<file path="src/rtl/instr_issue.sv">
// instr_issue: fetches instruction words over a req/ack memory port, unpacks them and issues fields to fetch; optional issue counter under ISSUE_PERF_CNT_EN
module instr_issue #(
  parameter int                ADDR_W     = 8,
  parameter logic [ADDR_W-1:0] START_ADDR = '0,
  parameter logic [4:0]        HALT_OP    = 5'b11111
) (
  input  logic              clk,
  input  logic              reset_n,
  input  logic              start,
  input  logic              stall,
  input  logic              branch_en,
  input  logic [ADDR_W-1:0] branch_addr,
  output logic              mem_rd,
  output logic [ADDR_W-1:0] mem_addr,
  input  logic              mem_ack,
  input  logic [31:0]       mem_rdata,
  output logic [4:0]        opcode_out,
  output logic [3:0]        s1_out,
  output logic [3:0]        s2_out,
  output logic [3:0]        dest_out,
  output logic [31:0]       ime_data_out,
  output logic              issue_valid,
  output logic [ADDR_W-1:0] pc_out,
  output logic              halted,
  output logic [15:0]       issue_count
);
  typedef enum logic [2:0] {IDLE, FETCH_OP, FETCH_IMM, ISSUE, DRAIN, HALT} state_t;
  state_t            state_q, state_d;
  logic [ADDR_W-1:0] pc_q, pc_d, ipc_q, ipc_d;
  logic [4:0]        op_q, op_d;
  logic [3:0]        s1_q, s1_d, s2_q, s2_d, dest_q, dest_d;
  logic [31:0]       ime_q, ime_d;
  logic              mem_rd_q, mem_rd_d, iv_q, iv_d, halted_q, halted_d;
  logic [ADDR_W-1:0] mem_addr_q, mem_addr_d, pc_out_q, pc_out_d;
  logic [4:0]        opcode_out_q, opcode_out_d;
  logic [3:0]        s1_out_q, s1_out_d, s2_out_q, s2_out_d, dest_out_q, dest_out_d;
  logic [31:0]       ime_out_q, ime_out_d;
  // next-state, PC and latched fields; outputs derive from the next state so they are all registered
  always_comb begin
    state_d = state_q;
    pc_d    = pc_q;
    ipc_d   = ipc_q;
    op_d    = op_q;
    s1_d    = s1_q;
    s2_d    = s2_q;
    dest_d  = dest_q;
    ime_d   = ime_q;
    case (state_q)
      IDLE, HALT: state_d = start ? FETCH_OP : state_q;
      FETCH_OP: begin
        if (branch_en) begin
          pc_d    = branch_addr;
          state_d = mem_ack ? FETCH_OP : DRAIN;
        end else if (mem_ack) begin
          op_d    = mem_rdata[31:27];
          s1_d    = mem_rdata[26:23];
          s2_d    = mem_rdata[22:19];
          dest_d  = mem_rdata[18:15];
          ime_d   = '0;
          ipc_d   = pc_q;
          pc_d    = pc_q + ADDR_W'(1);
          state_d = mem_rdata[14] ? FETCH_IMM : ISSUE;
        end
      end
      FETCH_IMM: begin
        if (branch_en) begin
          pc_d    = branch_addr;
          state_d = mem_ack ? FETCH_OP : DRAIN;
        end else if (mem_ack) begin
          ime_d   = mem_rdata;
          pc_d    = pc_q + ADDR_W'(1);
          state_d = ISSUE;
        end
      end
      ISSUE: begin
        if (branch_en) begin
          pc_d    = branch_addr;
          state_d = FETCH_OP;
        end else if (!stall) begin
          state_d = (op_q == HALT_OP) ? HALT : FETCH_OP;
        end
      end
      DRAIN: begin
        pc_d    = branch_en ? branch_addr : pc_q;
        state_d = mem_ack ? FETCH_OP : DRAIN;
      end
      default: state_d = IDLE;
    endcase
    mem_rd_d     = (state_d == FETCH_OP) || (state_d == FETCH_IMM) || (state_d == DRAIN);
    mem_addr_d   = (mem_rd_d && state_d != DRAIN) ? pc_d : mem_addr_q;
    iv_d         = state_d == ISSUE;
    halted_d     = state_d == HALT;
    opcode_out_d = iv_d ? op_d : '0;
    s1_out_d     = iv_d ? s1_d : '0;
    s2_out_d     = iv_d ? s2_d : '0;
    dest_out_d   = iv_d ? dest_d : '0;
    ime_out_d    = iv_d ? ime_d : '0;
    pc_out_d     = iv_d ? ipc_d : pc_out_q;
  end
  // state and output registers, cleared asynchronously
  always_ff @(posedge clk or negedge reset_n) begin
    if (!reset_n) begin
      state_q      <= IDLE;
      pc_q         <= START_ADDR;
      ipc_q        <= '0;
      op_q         <= '0;
      s1_q         <= '0;
      s2_q         <= '0;
      dest_q       <= '0;
      ime_q        <= '0;
      mem_rd_q     <= 1'b0;
      mem_addr_q   <= '0;
      iv_q         <= 1'b0;
      halted_q     <= 1'b0;
      opcode_out_q <= '0;
      s1_out_q     <= '0;
      s2_out_q     <= '0;
      dest_out_q   <= '0;
      ime_out_q    <= '0;
      pc_out_q     <= '0;
    end else begin
      state_q      <= state_d;
      pc_q         <= pc_d;
      ipc_q        <= ipc_d;
      op_q         <= op_d;
      s1_q         <= s1_d;
      s2_q         <= s2_d;
      dest_q       <= dest_d;
      ime_q        <= ime_d;
      mem_rd_q     <= mem_rd_d;
      mem_addr_q   <= mem_addr_d;
      iv_q         <= iv_d;
      halted_q     <= halted_d;
      opcode_out_q <= opcode_out_d;
      s1_out_q     <= s1_out_d;
      s2_out_q     <= s2_out_d;
      dest_out_q   <= dest_out_d;
      ime_out_q    <= ime_out_d;
      pc_out_q     <= pc_out_d;
    end
  end
  assign mem_rd       = mem_rd_q;
  assign mem_addr     = mem_addr_q;
  assign issue_valid  = iv_q;
  assign halted       = halted_q;
  assign opcode_out   = opcode_out_q;
  assign s1_out       = s1_out_q;
  assign s2_out       = s2_out_q;
  assign dest_out     = dest_out_q;
  assign ime_data_out = ime_out_q;
  assign pc_out       = pc_out_q;
`ifdef ISSUE_PERF_CNT_EN
  logic [15:0] cnt_q, cnt_d;
  // count completed issues (not dropped by a branch), saturating
  always_comb cnt_d = (state_q == ISSUE && !stall && !branch_en && cnt_q != 16'hFFFF) ? cnt_q + 16'd1 : cnt_q;
  // issue counter register, cleared only by reset
  always_ff @(posedge clk or negedge reset_n) begin
    if (!reset_n) cnt_q <= '0;
    else cnt_q <= cnt_d;
  end
  assign issue_count = cnt_q;
`else
  assign issue_count = 16'h0000;
`endif
endmodule

</file>
<file path="config.mk">
export PLATFORM = sky130hd
export DESIGN_NAME = instr_issue
export DESIGN_NICKNAME = d
export VERILOG_FILES = /design/src/rtl/instr_issue.sv
export SDC_FILE = /design/constraint.sdc
export NUM_CORES = 1
export LEC_CHECK = 0
export CAP_MARGIN = 10
export CORE_ASPECT_RATIO = 1.4
export CORE_MARGIN = 3
export CORE_UTILIZATION = 43
export DETAILED_ROUTE_END_ITERATION = 10
export PLACE_DENSITY_LB_ADDON = 0.08
export SYNTH_ARGS = -nofsm -noshare
export SYNTH_HDL_FRONTEND = slang
export SYNTH_SLANG_ARGS = --single-unit
</file>
<file path="constraint.sdc">
create_clock -name clk -period 3.3 [get_ports clk]
set_input_delay 0.495 -clock clk [delete_from_list [all_inputs] [get_ports clk]]
set_output_delay 0.495 -clock clk [all_outputs]
set_load 0.02 [all_outputs]
</file>
==> flow_metrics.env <==
export IMPL_ir_drop_v=0.000478
export IMPL_crit_family="simple AND/OR/NAND/NOR gates"
export IMPL_finalNonFillerCells=684
export IMPL_grt_pass1_wl_um=19600
export IMPL_synth_top_cell_by_area="dfrtp_1"
export IMPL_gp_congestion=0.829
export IMPL_met1_length_um=4900
export IMPL_yosys_warnings=0
export IMPL_drv_cap=0
export IMPL_fp_row_count=47
export IMPL_cpMostUsedCell="nand2b_1"
export IMPL_drive_gt1_frac=0.149
export IMPL_dp_cells=652
export IMPL_insertion_delay_ns=0.40
export IMPL_die_h_um=139
export IMPL_relSlewSlack=0.423
export IMPL_pwr_density_cell_nw_per_um2=900
export IMPL_grt_ovfl_total=0
export IMPL_ant_nets=0
export IMPL_run_status="finished, final reports clean"
export IMPL_synth_top_area_frac=0.628
export IMPL_finalHoldViolations=0
export IMPL_wl_per_cell_um=17.8
export IMPL_preCtsSetupSlack_ns=0.355
export IMPL_cts_setup_buffers=0
export IMPL_yosys_top_cells_area="dfrtp_1, mux2_2, a22o_1, nor2b_1, buf_4"
export IMPL_rsz0062_at_grt="no"
export IMPL_synthArstFlopShare=1.00
export IMPL_vias=3504
export IMPL_synth_cells=410
export IMPL_crit_chain="nand3b_1 > or4_1 > o31ai_1 > nand2b_1 > nand2b_1 > mux2_1"
export IMPL_critPathLaunchType="register"
export IMPL_grt_antenna_before_repair=0
export IMPL_slew_violations=0
export IMPL_htreeDepth=4
export IMPL_tns_ns=0
export IMPL_yosysSeqAreaShare=0.628
export IMPL_hold_class="primary input to asynchronous set/reset pin"
export IMPL_wl_met3_um=582
export IMPL_finalSetupViolCount=0
export IMPL_die_w_um=101
export IMPL_leakagePower_uw=0.00330
export IMPL_drt_iter0_drc=103
export IMPL_syn_area_sq_um=5420
export IMPL_clk_path_buf_depth=2
export IMPL_crit_path_end_kind="register"
export IMPL_critPathBufInv=0
export IMPL_r2r_setup_slack_ns=0.73
export IMPL_dieArea_sq_um=14000
export IMPL_wl_um=12200
export IMPL_syn2layout_area_growth_pct=33.5
export IMPL_first_pass_iters=4
export IMPL_coreArea_sq_um=12100
export IMPL_cp_slowest_stage_delay_ns=0.59
export IMPL_synth_seq_cells=136
export IMPL_fin_crit_ns=2.57
export IMPL_initial_core_util=0.449
export IMPL_final_net_count=571
export IMPL_grt_pass1_vias=3795
export IMPL_fin_crit_sh=0.779
export IMPL_top_layer="met4"
export IMPL_wl_met2_um=6480
export IMPL_avgSynthCellArea_sq_um=13.2
export IMPL_ys_types=50
export IMPL_remaining_drc_errors=0
export IMPL_hold_ws_ns=0.0992
export IMPL_cts_sinks=136
export IMPL_skew_ns=0.00533
export IMPL_finalWorstSetupSlack_ns=0.729
export IMPL_grtUsageTotal=0.181
export IMPL_cts_tree="built"
export IMPL_placed_area_sq_um=6580
export IMPL_cts_buffers=17
export IMPL_synthFlopType="dfrtp_1"
export IMPL_cp_data_required_time_ns=3.59
export IMPL_crit_slowest_cell="dfrtp_1"
export IMPL_fin_area_sq_um=7230
export IMPL_synth_edf_count=0
export IMPL_worst_setup_path_type="register to register"
export IMPL_arrival_ns=2.86
export IMPL_cts_resized=0
export IMPL_io_pins=130
export IMPL_antenna_cells=0
export IMPL_clk_pin_slew_ns=0.06
export IMPL_root_buffer="clkbuf_16"
export IMPL_fmax_mhz=389
export IMPL_dpl_hpwl_um=8140
export IMPL_crit_fanout=17
export IMPL_grt_max_degree=73
export IMPL_via_per_inst=5.12
export IMPL_cts_hold_repair_buffers=0
export IMPL_port_buffers=113
export IMPL_worst_pin_slew_ns=0.864
cells in the mapped netlist, drive strengths merged (2+ instances only):
library cell  number
dfrtp            136
mux2              39
buf               36
nor2b             33
a22o              29
and3              22
nand2             19
nand3              9
o21ai              9
nor2               8
clkbuf             7
inv                7
nand3b             6
nand2b             5
nor3               5
a21o               3
a21oi              3
nor4               3
maj3               2
o211ai             2
o221ai             2
or4                2
xnor2              2
xor2               2
where the power goes:
part / internal, uW / switching (uW)
Sequential: 2160 / 297
Clock: 1350 / 687
Combinational: 966 / 1050
placed cells by master (no fill, tap or decap), types with 4 or more instances in the layout:
master and instances:
dfrtp_1 136, clkdlybuf4s50_1 112, nor2b_1 32, mux2_2 31, a22o_1 29, and3_1 22
nand2_1 18, clkbuf_16 17, conb_1 16, o21ai_0 9, nand3_1 9, buf_4 9
nor2_1 8, mux2_1 8, inv_1 6, nand3b_1 6, nand2b_1 5, nor3_1 5
bufinv_16 4, clkbuf_8 4, clkinvlp_4 4
cells by family after synthesis:
kind of cell / synth area share
AO/OA/AOI/OAI: 0.0929
XOR/XNOR: 0.00647
adder cells (fa/ha/maj): 0.00601
buffers and inverters: 0.0608
flip-flops: 0.628
multiplexers: 0.0811
other: 0.000692
AND/OR/NAND/NOR: 0.124
per-layer routing:
layer  track usage  vias to the layer above
li1              -                     1636
met1         0.218                     1753
met2         0.309                      100
met3        0.0428                       15
met4        0.0745                        0
met5             0                        -
final timing paths:
kind	startpoint	to	depth (start not counted)
min in group clk	ime_q[2]	ime_q[2]	2
max reg2reg	state_q[2]	mem_addr[7]	6
max	state_q[2]	mem_addr[7]	6
max in group asynchronous	reset_n	ime_data_out[2]	2
min	reset_n	s1_out[2]	1
min reg2reg	ime_q[2]	ime_q[2]	2
stage by stage:
| step | total power, uW | util |
|---|---|---|
| floorplan | 3790 | - |
| global placement | 4470 | 0.546 |
| detailed placement | 4520 | 0.546 |
| CTS | 6580 | 0.600 |
| global route | 6860 | 0.600 |
| finish | 6510 | 0.600 |
registers in the layout, indices dropped and copies added, names as in the netlist:
signal,cells
dest_out,4
dest_q,4
halted,1
ime_data_out,32
ime_q,32
ipc_q,8
issue_valid,1
mem_addr,8
mem_rd,1
op_q,5
opcode_out,5
pc_out,8
pc_q,8
s1_out,4
s1_q,4
s2_out,4
s2_q,4
state_q,3
area by class of cell:
| cell class | instances | area (sq um) |
|---|---|---|
| clock buffer | 22 | 484 |
| clock inverter | 10 | 164 |
| fill | 1008 | 4820 |
| inverter | 7 | 26.3 |
| multi-input combinational | 239 | 1750 |
| sequential | 136 | 3400 |
| tap | 147 | 184 |
| timing repair buffer | 123 | 1220 |
Note: power is estimated with default switching activity, not from simulation.
